**config.mk**
```make
export PLATFORM = sky130hd
export DESIGN_NAME = level_sequencer
export DESIGN_NICKNAME = d
export VERILOG_FILES = /design/src/rtl/level_sequencer.sv
export SDC_FILE = /design/constraint.sdc
export NUM_CORES = 1
export LEC_CHECK = 0
export CAP_MARGIN = 40
export CORE_MARGIN = 2
export CORE_UTILIZATION = 40
export DETAILED_ROUTE_END_ITERATION = 8
export GPL_TIMING_DRIVEN = 0
export MAX_ROUTING_LAYER = met4
export PLACE_DENSITY = 0.62
export SYNTH_ARGS = -nofsm -noshare
export SYNTH_HDL_FRONTEND = slang
export SYNTH_SLANG_ARGS = --single-unit
```
**constraint.sdc**
```tcl
create_clock -name clk -period 2.6 [get_ports clk]
set_clock_uncertainty 0.1 [all_clocks]
set_input_delay 0.52 -clock clk [delete_from_list [all_inputs] [get_ports clk]]
set_output_delay 0.52 -clock clk [all_outputs]
set_load 0.1 [all_outputs]
```
**src/rtl/level_sequencer.sv**
```systemverilog
// Game-flow controller for the Sokoban core: loads levels, gates play, holds
// win/lose banners for a fixed time, then advances, retries or reports all-clear.
module level_sequencer #(
  parameter int unsigned NUM_LEVELS  = 8,
  parameter int unsigned LEVEL_W     = 3,
  parameter int unsigned HOLD_CYCLES = 50000000,
  parameter int unsigned HOLD_W      = 26
) (
  input  logic               clk,
  input  logic               reset,
  input  logic               key_start,
  input  logic               key_restart,
  input  logic               win,
  input  logic               lose,
  input  logic               load_done,
  output logic [LEVEL_W-1:0] level,
  output logic               load_req,
  output logic               core_reset,
  output logic               play_en,
  output logic               show_win,
  output logic               show_lose,
  output logic               all_clear
);

  localparam logic [LEVEL_W-1:0] LAST_LEVEL = LEVEL_W'(NUM_LEVELS - 1);
  localparam logic [HOLD_W-1:0]  HOLD_LAST  = HOLD_W'(HOLD_CYCLES - 1);

  typedef enum logic [2:0] {
    IDLE      = 3'd0,
    LOAD      = 3'd1,
    PLAY      = 3'd2,
    WIN_HOLD  = 3'd3,
    LOSE_HOLD = 3'd4,
    DONE      = 3'd5
  } state_e;

  state_e             state_q, state_d;
  logic [LEVEL_W-1:0] level_q, level_d;
  logic [HOLD_W-1:0]  cnt_q, cnt_d;
  logic               load_req_q, load_req_d;
  logic               core_reset_q, core_reset_d;
  logic               play_en_q, play_en_d;
  logic               show_win_q, show_win_d;
  logic               show_lose_q, show_lose_d;
  logic               all_clear_q, all_clear_d;
  logic               hold_exit;

  // Banner ends on the last count or on a skip request.
  assign hold_exit = (cnt_q == HOLD_LAST) || key_start;

  always_comb begin
    state_d = state_q;
    level_d = level_q;
    cnt_d   = cnt_q;
    unique case (state_q)
      IDLE: begin
        if (key_start) state_d = LOAD;
      end
      LOAD: begin
        if (load_done) state_d = PLAY;
      end
      PLAY: begin
        if (win) begin
          state_d = WIN_HOLD;
          cnt_d   = '0;
        end else if (lose) begin
          state_d = LOSE_HOLD;
          cnt_d   = '0;
        end else if (key_restart) begin
          state_d = LOAD;
        end
      end
      WIN_HOLD: begin
        if (hold_exit) begin
          if (level_q == LAST_LEVEL) begin
            state_d = DONE;
          end else begin
            level_d = level_q + LEVEL_W'(1);
            state_d = LOAD;
          end
        end else begin
          cnt_d = cnt_q + HOLD_W'(1);
        end
      end
      LOSE_HOLD: begin
        if (hold_exit) state_d = LOAD;
        else           cnt_d   = cnt_q + HOLD_W'(1);
      end
      DONE: begin
        if (key_start) begin
          level_d = '0;
          state_d = LOAD;
        end
      end
      default: begin
        state_d = IDLE;
        level_d = '0;
        cnt_d   = '0;
      end
    endcase
  end

  // Output flags follow the next state so they line up with the state register.
  always_comb begin
    load_req_d   = (state_d == LOAD);
    core_reset_d = (state_d == LOAD) && (state_q != LOAD);
    play_en_d    = (state_d == PLAY);
    show_win_d   = (state_d == WIN_HOLD);
    show_lose_d  = (state_d == LOSE_HOLD);
    all_clear_d  = (state_d == DONE);
  end

  always_ff @(posedge clk) begin
    if (reset) begin
      state_q      <= IDLE;
      level_q      <= '0;
      cnt_q        <= '0;
      load_req_q   <= 1'b0;
      core_reset_q <= 1'b0;
      play_en_q    <= 1'b0;
      show_win_q   <= 1'b0;
      show_lose_q  <= 1'b0;
      all_clear_q  <= 1'b0;
    end else begin
      state_q      <= state_d;
      level_q      <= level_d;
      cnt_q        <= cnt_d;
      load_req_q   <= load_req_d;
      core_reset_q <= core_reset_d;
      play_en_q    <= play_en_d;
      show_win_q   <= show_win_d;
      show_lose_q  <= show_lose_d;
      all_clear_q  <= all_clear_d;
    end
  end

  assign level      = level_q;
  assign load_req   = load_req_q;
  assign core_reset = core_reset_q;
  assign play_en    = play_en_q;
  assign show_win   = show_win_q;
  assign show_lose  = show_lose_q;
  assign all_clear  = all_clear_q;

endmodule

```
==> key figures, run 1 <==
Placed design
  • DP Wirelength: 3110 um
  • Routability cong.: 0.884
  • IO buf count: 14
  • Area post-placement: 2250 um2

Setup path
  • Critical path's top delay family: compound AO/OA/AOI/OAI gates
  • Stages on worst setup path: 8
  • CP Cell Sequence: ha_1, and4_1, clkbuf_1, and3_1, a21bo_2, a2111oi_1, xnor2_1, nor2_1
  • Worst setup EP type: flop
  • Slowest-stage cell, CP: a2111oi_1
  • Setup crit start kind: flop
  • Setup Crit Path Kind: reg2reg
  • RR Startpoint: cnt_q[0]
  • R2r endpoint: cnt_q[14]
  • Crit path capture: cnt_q[14]
  • CP startpoint: cnt_q[0]
  • Largest stage delay on the critical path: 0.53 ns
  • FF-to-FF path depth: 8
  • Critical path peak fanout: 6
  • Buf+Inv Stages, Crit Path: 1
  • Crit path arrival time: 2.55 ns
  • Reg2reg setup slack: 0.13 ns
  • Worst EP required: 2.68 ns

Global route
  • First-pass GRT wire length: 7360 um
  • Number of global-route vias before repair: 1592
  • Largest net degree at the start of global routing: 14
  • Grt total ovfl: 0
  • Total GRT Usage: 18.3%
  • Antenna violations before repair: 0

Clock network
  • Clock Tree Buf Depth: 2
  • H-Tree Depth: 2
  • Insertion delay to the later sink of the worst-skew pair: 0.30 ns
  • Sink Count: 38
  • Total CTS buffers: 5
  • Postcts setup bufs: 0
  • CTS hold repair buffers: 0
  • Root buffer cell: clkbuf_8
  • Post_cts resized: 0
  • Reg clk slew, reported paths: 0.08 ns
  • TritonCTS clock tree: built

Outcome
  • Status: complete, no violations

Yosys
  • Post-synthesis cell area: 1890 um2
  • Ys Warns: 0
  • Syn_nets: 237
  • Number of synthesized flops with an enable pin: 0
  • Seq/Total Area, Yosys: 40.2%
  • Seq cells post-synth: 38
  • Mapped Cells: 227
  • Mean Syn Cell Area: 8.33 um2
  • Library cells used by synthesis: 43
  • Asr flop ratio synth: 0%
  • Ys flop type: dfxtp_1

Timing
  • Final Critical Period: 2.47 ns
  • Hold WS: 0.390 ns
  • Relative slew slack: 60.9%
  • RSZ-0062 raised after global routing: no
  • Slew Viols, Final: 0
  • Max Freq: 0.404 GHz
  • Fin. Hold Viols: 0
  • # setup viols final: 0
  • Final cycle utilization of the critical path: 95.1%
  • Least-Margin Pin Slew: 0.582 ns

Detailed routing
  • DRC: 0
  • Drt initial violations: 116
  • Wire per inst: 14.2 um
  • Avg Vias per Cell: 5.53
  • Drt first pass iters: 4
  • Final wirelength: 4440 um
  • Routed vias: 1731
  • ANT nets after route: 0

Floorplan
  • Die Y: 72.8 um
  • Core ar.: 4630 um2
  • I/O pins: 16
  • Row count: 25
  • Initial core utilization: 40.9%
  • Die extent in x: 72.8 um
  • Die Area: 5300 um2

Finish
  • # diodes: 0
  • Nets: 268
  • Design area: 2400 um2
  • Layout area overhead: 26.8%
  • Filler cells: 445
  • Layout cells sized above 1: 12.7%

Min path
  • Hold Path Class: reg2reg

Power
  • Leakage power: 0.841 nW
  • VDD IR max: 0.221 mV
  • Pwr Density: 572 nW/um2

Job
  • Max cap viols: 0
## synth_stat cells, types with 2 or more instances
master | instances | area (um2)
clkbuf_1 | 6 | 22.5
nand4_1 | 11 | 68.8
o211ai_1 | 2 | 15.0
nor2_1 | 36 | 135
and3_1 | 4 | 25.0
nor2b_1 | 3 | 18.8
and4_1 | 3 | 26.3
o2111ai_1 | 5 | 43.8
ha_1 | 3 | 37.5
or2_2 | 2 | 12.5
nand3_1 | 10 | 50.1
o21ai_0 | 4 | 20.0
a31o_2 | 2 | 17.5
or3_1 | 2 | 12.5
nor4_1 | 3 | 18.8
nor3_1 | 3 | 15.0
dfxtp_1 | 38 | 761
buf_1 | 2 | 7.51
a21oi_1 | 16 | 80.1
xor2_1 | 11 | 96.3
nand2_1 | 17 | 63.8
xnor2_1 | 11 | 96.3
a2111oi_0 | 2 | 17.5
inv_1 | 6 | 22.5
nand2b_1 | 3 | 18.8
buf_2 | 3 | 15.0
a311oi_1 | 2 | 17.5
o21ai_1 | 2 | 10.0
## cell type report
cell class	instances	area [um2]	area share, %
Clock buffer	5	68.8	2.87
Buffer	11	47.5	1.98
Multi-Input combinational cell	172	1080	44.9
Timing Repair Buffer	24	287	11.9
Tap cell	54	67.6	2.82
Inverter	6	22.5	0.939
Sequential cell	38	761	31.7
Clock inverter	3	68.8	2.87
## per-stage QoR
stage               std cells  TNS (ns)  power, W  util, %  setup WS, ns
floorplan                 227         0  0.000708        -         0.363
global placement          295     -2.77  0.000747     45.4        -0.160
detailed placement        305     -3.56  0.000767     48.5        -0.190
CTS                       313         0   0.00138     51.5        0.0344
global route              313         0   0.00142     51.8        0.0193
finish                    313         0   0.00137     51.8         0.128
## layer usage
layer	part of all wire, %	global-route usage (%)	vias up
met1	47	23.3	826
met3	3.7	4.70	7
met5	0	-	-
met2	48	28.9	32
met4	1.1	4.94	0
li1	-	-	866
## flip-flops by register name, indices dropped and copies added, names as in the netlist
register / flops
core_reset: 1
cnt_q: 26
show_lose: 1
load_req: 1
all_clear: 1
show_win: 1
play_en: 1
level: 3
state_q: 3
## worst register-to-register path: cells and delay by family, from the launching register on
family / cells / cell delay, ns
simple gates: 3 / 0.51
xor+xnor: 1 / 0.18
flops: 1 / 0.35
fa+ha+maj: 1 / 0.25
compound gates: 2 / 0.79
buf+inv: 1 / 0.18
## how the worst min path moves through the flow
stage	cells after the start	endpoint	from
after floorplan	2	cnt_q[1]	cnt_q[1]
after global placement	2	level[1]	level[1]
after detailed placement	2	level[2]	level[2]
after CTS	2	level[2]	level[2]
after global routing	2	cnt_q[1]	cnt_q[1]
final	2	level[2]	level[2]
## placed cells by master, fill, tap and decap left out, drive strengths merged, types with 2 or more instances in the layout
cell type	count
a2111oi	2
a21oi	17
a311oi	2
a31o	2
and3	4
and4	3
buf	14
bufinv	2
clkbuf	11
clkdlybuf4s50	14
dfxtp	38
ha	3
inv	6
nand2	17
nand2b	3
nand3	10
nand4	11
nor2	36
nor2b	3
nor3	3
nor4	4
o2111ai	5
o211ai	2
o21ai	6
or2	2
or3	2
xnor2	11
xor2	11
## power breakdown
part / internal, W / leakage (nW) / switching (W)
clock network: 0.000385 / 0.0683 / 0.000231
registers: 0.000591 / 0.307 / 0.00000565
logic: 0.0000554 / 0.466 / 0.000104
total: 0.00103 / 0.841 / 0.000341
## logic make-up (layout without fill, tap and decap cells)
logic type / count (synthesis) / count (layout) / share of synthesized area (%)
flip-flops: 38 / 38 / 40.2
AO/OA/AOI/OAI: 42 / 42 / 14.7
adder cells (fa/ha/maj): 3 / 3 / 1.98
buffers and inverters: 17 / 49 / 3.57
AND/OR/NAND/NOR: 104 / 104 / 28.8
XOR/XNOR: 22 / 22 / 10.2
multiplexers: 1 / 1 / 0.529
Note: power is estimated with default switching activity, not from simulation.
==> inputs of run 2 (changes only) <==
- CORE_MARGIN: 2 -> 8
==> key figures, run 2 (synthesized netlist as in run 1, its figures left out) <==
Global route
  • Number of global-route vias before repair: 1579 (-0.82%)
  • Met3 Track Usage GR: 4.59% (-0.11 points)
  • Antenna violations before repair: 0 (unchanged)
  • Top Usage Layer GRT: met2
  • First-pass GRT wire length: 7330 um (-0.48%)
  • Total GRT Usage: 12.9% (-5.4 points)
  • Met2 Use GR: 20.2% (-8.7 points)
  • Grt total ovfl: 0 (unchanged)
  • Routing usage on met1: 14.8% (-8.4 points)
  • Largest net degree at the start of global routing: 14 (unchanged)

Job
  • Max cap viols: 0 (unchanged)

Setup path
  • R2r endpoint: cnt_q[20]
  • FF-to-FF path depth: 8 (unchanged)
  • Setup Crit Path Kind: reg2reg
  • Reg2reg setup slack: 0.14 ns (about the same)
  • Critical path peak fanout: 6 (unchanged)
  • RR Startpoint: cnt_q[0]
  • Worst EP required: 2.71 ns (+0.03 ns)
  • Setup crit start kind: flop
  • Crit path arrival time: 2.56 ns (about the same)
  • Worst setup EP type: flop

Clock network
  • H-Tree Depth: 2 (unchanged)
  • TritonCTS clock tree: built
  • Postcts setup bufs: 0 (unchanged)
  • Root buffer cell: clkbuf_8
  • Total CTS buffers: 5 (unchanged)
  • Sink Count: 38 (unchanged)
  • Insertion delay to the later sink of the worst-skew pair: 0.31 ns (about the same)
  • Reg clk slew, reported paths: 0.09 ns (about the same)
  • Clock Tree Buf Depth: 2 (unchanged)

Power
  • VDD IR max: 0.278 mV (+26%)
  • Total power: 0.00137 W (-0.19%)
  • Pwr Density: 574 nW/um2 (+0.33%)
  • Leakage power: 0.838 nW (-0.35%)

Timing
  • Final Critical Period: 2.46 ns (-0.0133 ns)
  • Least-Margin Pin Slew: 0.615 ns (+0.0331 ns)
  • Setup Total Neg Slack: 0 ns (unchanged)
  • Fin. Hold Viols: 0 (unchanged)
  • Hold WS: 0.385 ns (-0.00456 ns)
  • # setup viols final: 0 (unchanged)
  • Setup ws final: 0.141 ns (+0.0133 ns)
  • Relative slew slack: 58.7% (-2.1 points)
  • RSZ-0062 raised after global routing: no
  • Max Freq: 0.407 GHz (+0.54%)
  • Final cycle utilization of the critical path: 94.6% (-0.51 points)
  • Slew Viols, Final: 0 (unchanged)

Finish
  • Post-Layout Cell Count: 313 (unchanged)
  • Nets: 268 (unchanged)
  • Layout cells sized above 1: 12.0% (-0.77 points)
  • Most frequent cells in the layout: dfxtp_1, nor2_1, nand2_1, a21oi_1, clkdlybuf4s50_1
  • Flip-flop count of the largest register after layout: 26 (unchanged)
  • Top reg by flops: cnt_q
  • # diodes: 0 (unchanged)
  • Commonest non-fill, non-tap cell in the layout: dfxtp_1
  • Layout area overhead: 26.1%

Floorplan
  • Initial core utilization: 40.9% (unchanged)
  • Row count: 25 (unchanged)
  • Die extent in x: 84.8 um (+16%)
  • Die Area: 7190 um2 (+36%)
  • Die Y: 84.8 um (+16%)
  • Core ar.: 4630 um2 (unchanged)
  • I/O pins: 16 (unchanged)

Detailed routing
  • Drt initial violations: 113 (-2.6%)
  • Avg Vias per Cell: 5.38 (-2.8%)
  • Wire per inst: 13.6 um (-4.4%)
  • Final wirelength: 4250 um (-4.4%)
  • DRC: 0 (unchanged)
  • ANT nets after route: 0 (unchanged)
  • Routed vias: 1683 (-2.8%)
  • Drt first pass iters: 4 (unchanged)

Placed design
  • Placed insts: 305 (unchanged)
  • Routability cong.: 0.884 (about the same)
  • IO buf count: 14 (unchanged)
  • DP Wirelength: 3080 um (-1.1%)
  • Pre-CTS setup slack: -0.112 ns (+0.0778 ns)

Min path
  • Hold Path Sink: level[2]
  • Depth of the worst hold-timing path: 2 (unchanged)
  • Worst Hold Launch: level[2]
  • Hold Path Class: reg2reg

Outcome
  • Status: complete, no violations
run 2: worst max path at each step:
| stage | startpoint | end | slack [ns] | cells past startpoint |
|---|---|---|---|---|
| 3_5_place_dp | lose | cnt_q[11] | -0.11 | 8 |
| 4_1_cts | cnt_q[0] | core_reset | 0.02 | 8 |
| 6_report | cnt_q[0] | cnt_q[20] | 0.14 | 8 |
| 3_3_place_gp | lose | cnt_q[9] | -0.14 | 8 |
| 2_1_floorplan | level[0] | level[0] | 0.36 | 7 |
| 5_1_grt | cnt_q[0] | cnt_q[11] | 0.02 | 9 |
run 2: layout make-up:
class	instances	area, um2
Clock buffer	5	68.8
Inverter	6	22.5
Timing Repair Buffer	24	279
Fill cell	438	2240
Multi-Input combinational cell	172	1070
Tap cell	54	67.6
Sequential cell	38	761
Clock inverter	3	68.8
Buffer	11	47.5
run 2: power by group:
group / switching, W / internal [W]
Sequential: 0.00000524 / 0.000591
Clock: 0.000231 / 0.000385
Combinational: 0.000102 / 0.0000552
Total: 0.000338 / 0.00103
run 2: timing repair:
action,in CTS,in global routing
setup endpoints to repair,0,14
hold buffers,0,0
resized for setup,0,6
hold endpoints to repair,0,0
run 2: metrics by stage:
stage               util, %  area (um2)
floorplan                 -        1890
global placement       45.4        2100
detailed placement     48.4        2240
CTS                    51.3        2380
global route           51.5        2390
finish                 51.5        2390
run 2: metal layers:
layer | part of all wire, % | wire length, um | vias up
met1 | 48 | 2020 | 777
li1 | - | - | 868
met5 | 0 | 0 | -
met2 | 45 | 1930 | 32
met4 | 1.7 | 74 | 0
met3 | 5.2 | 221 | 6
run 2: critical path, stage by stage, from the launching register on:
cell       delay [ns]
dfxtp_1          0.34
ha_1             0.24
and4_1           0.21
clkbuf_1         0.19
and3_1           0.25
a21bo_2          0.25
a2111oi_0        0.56
xnor2_1          0.18
nor2_1           0.05
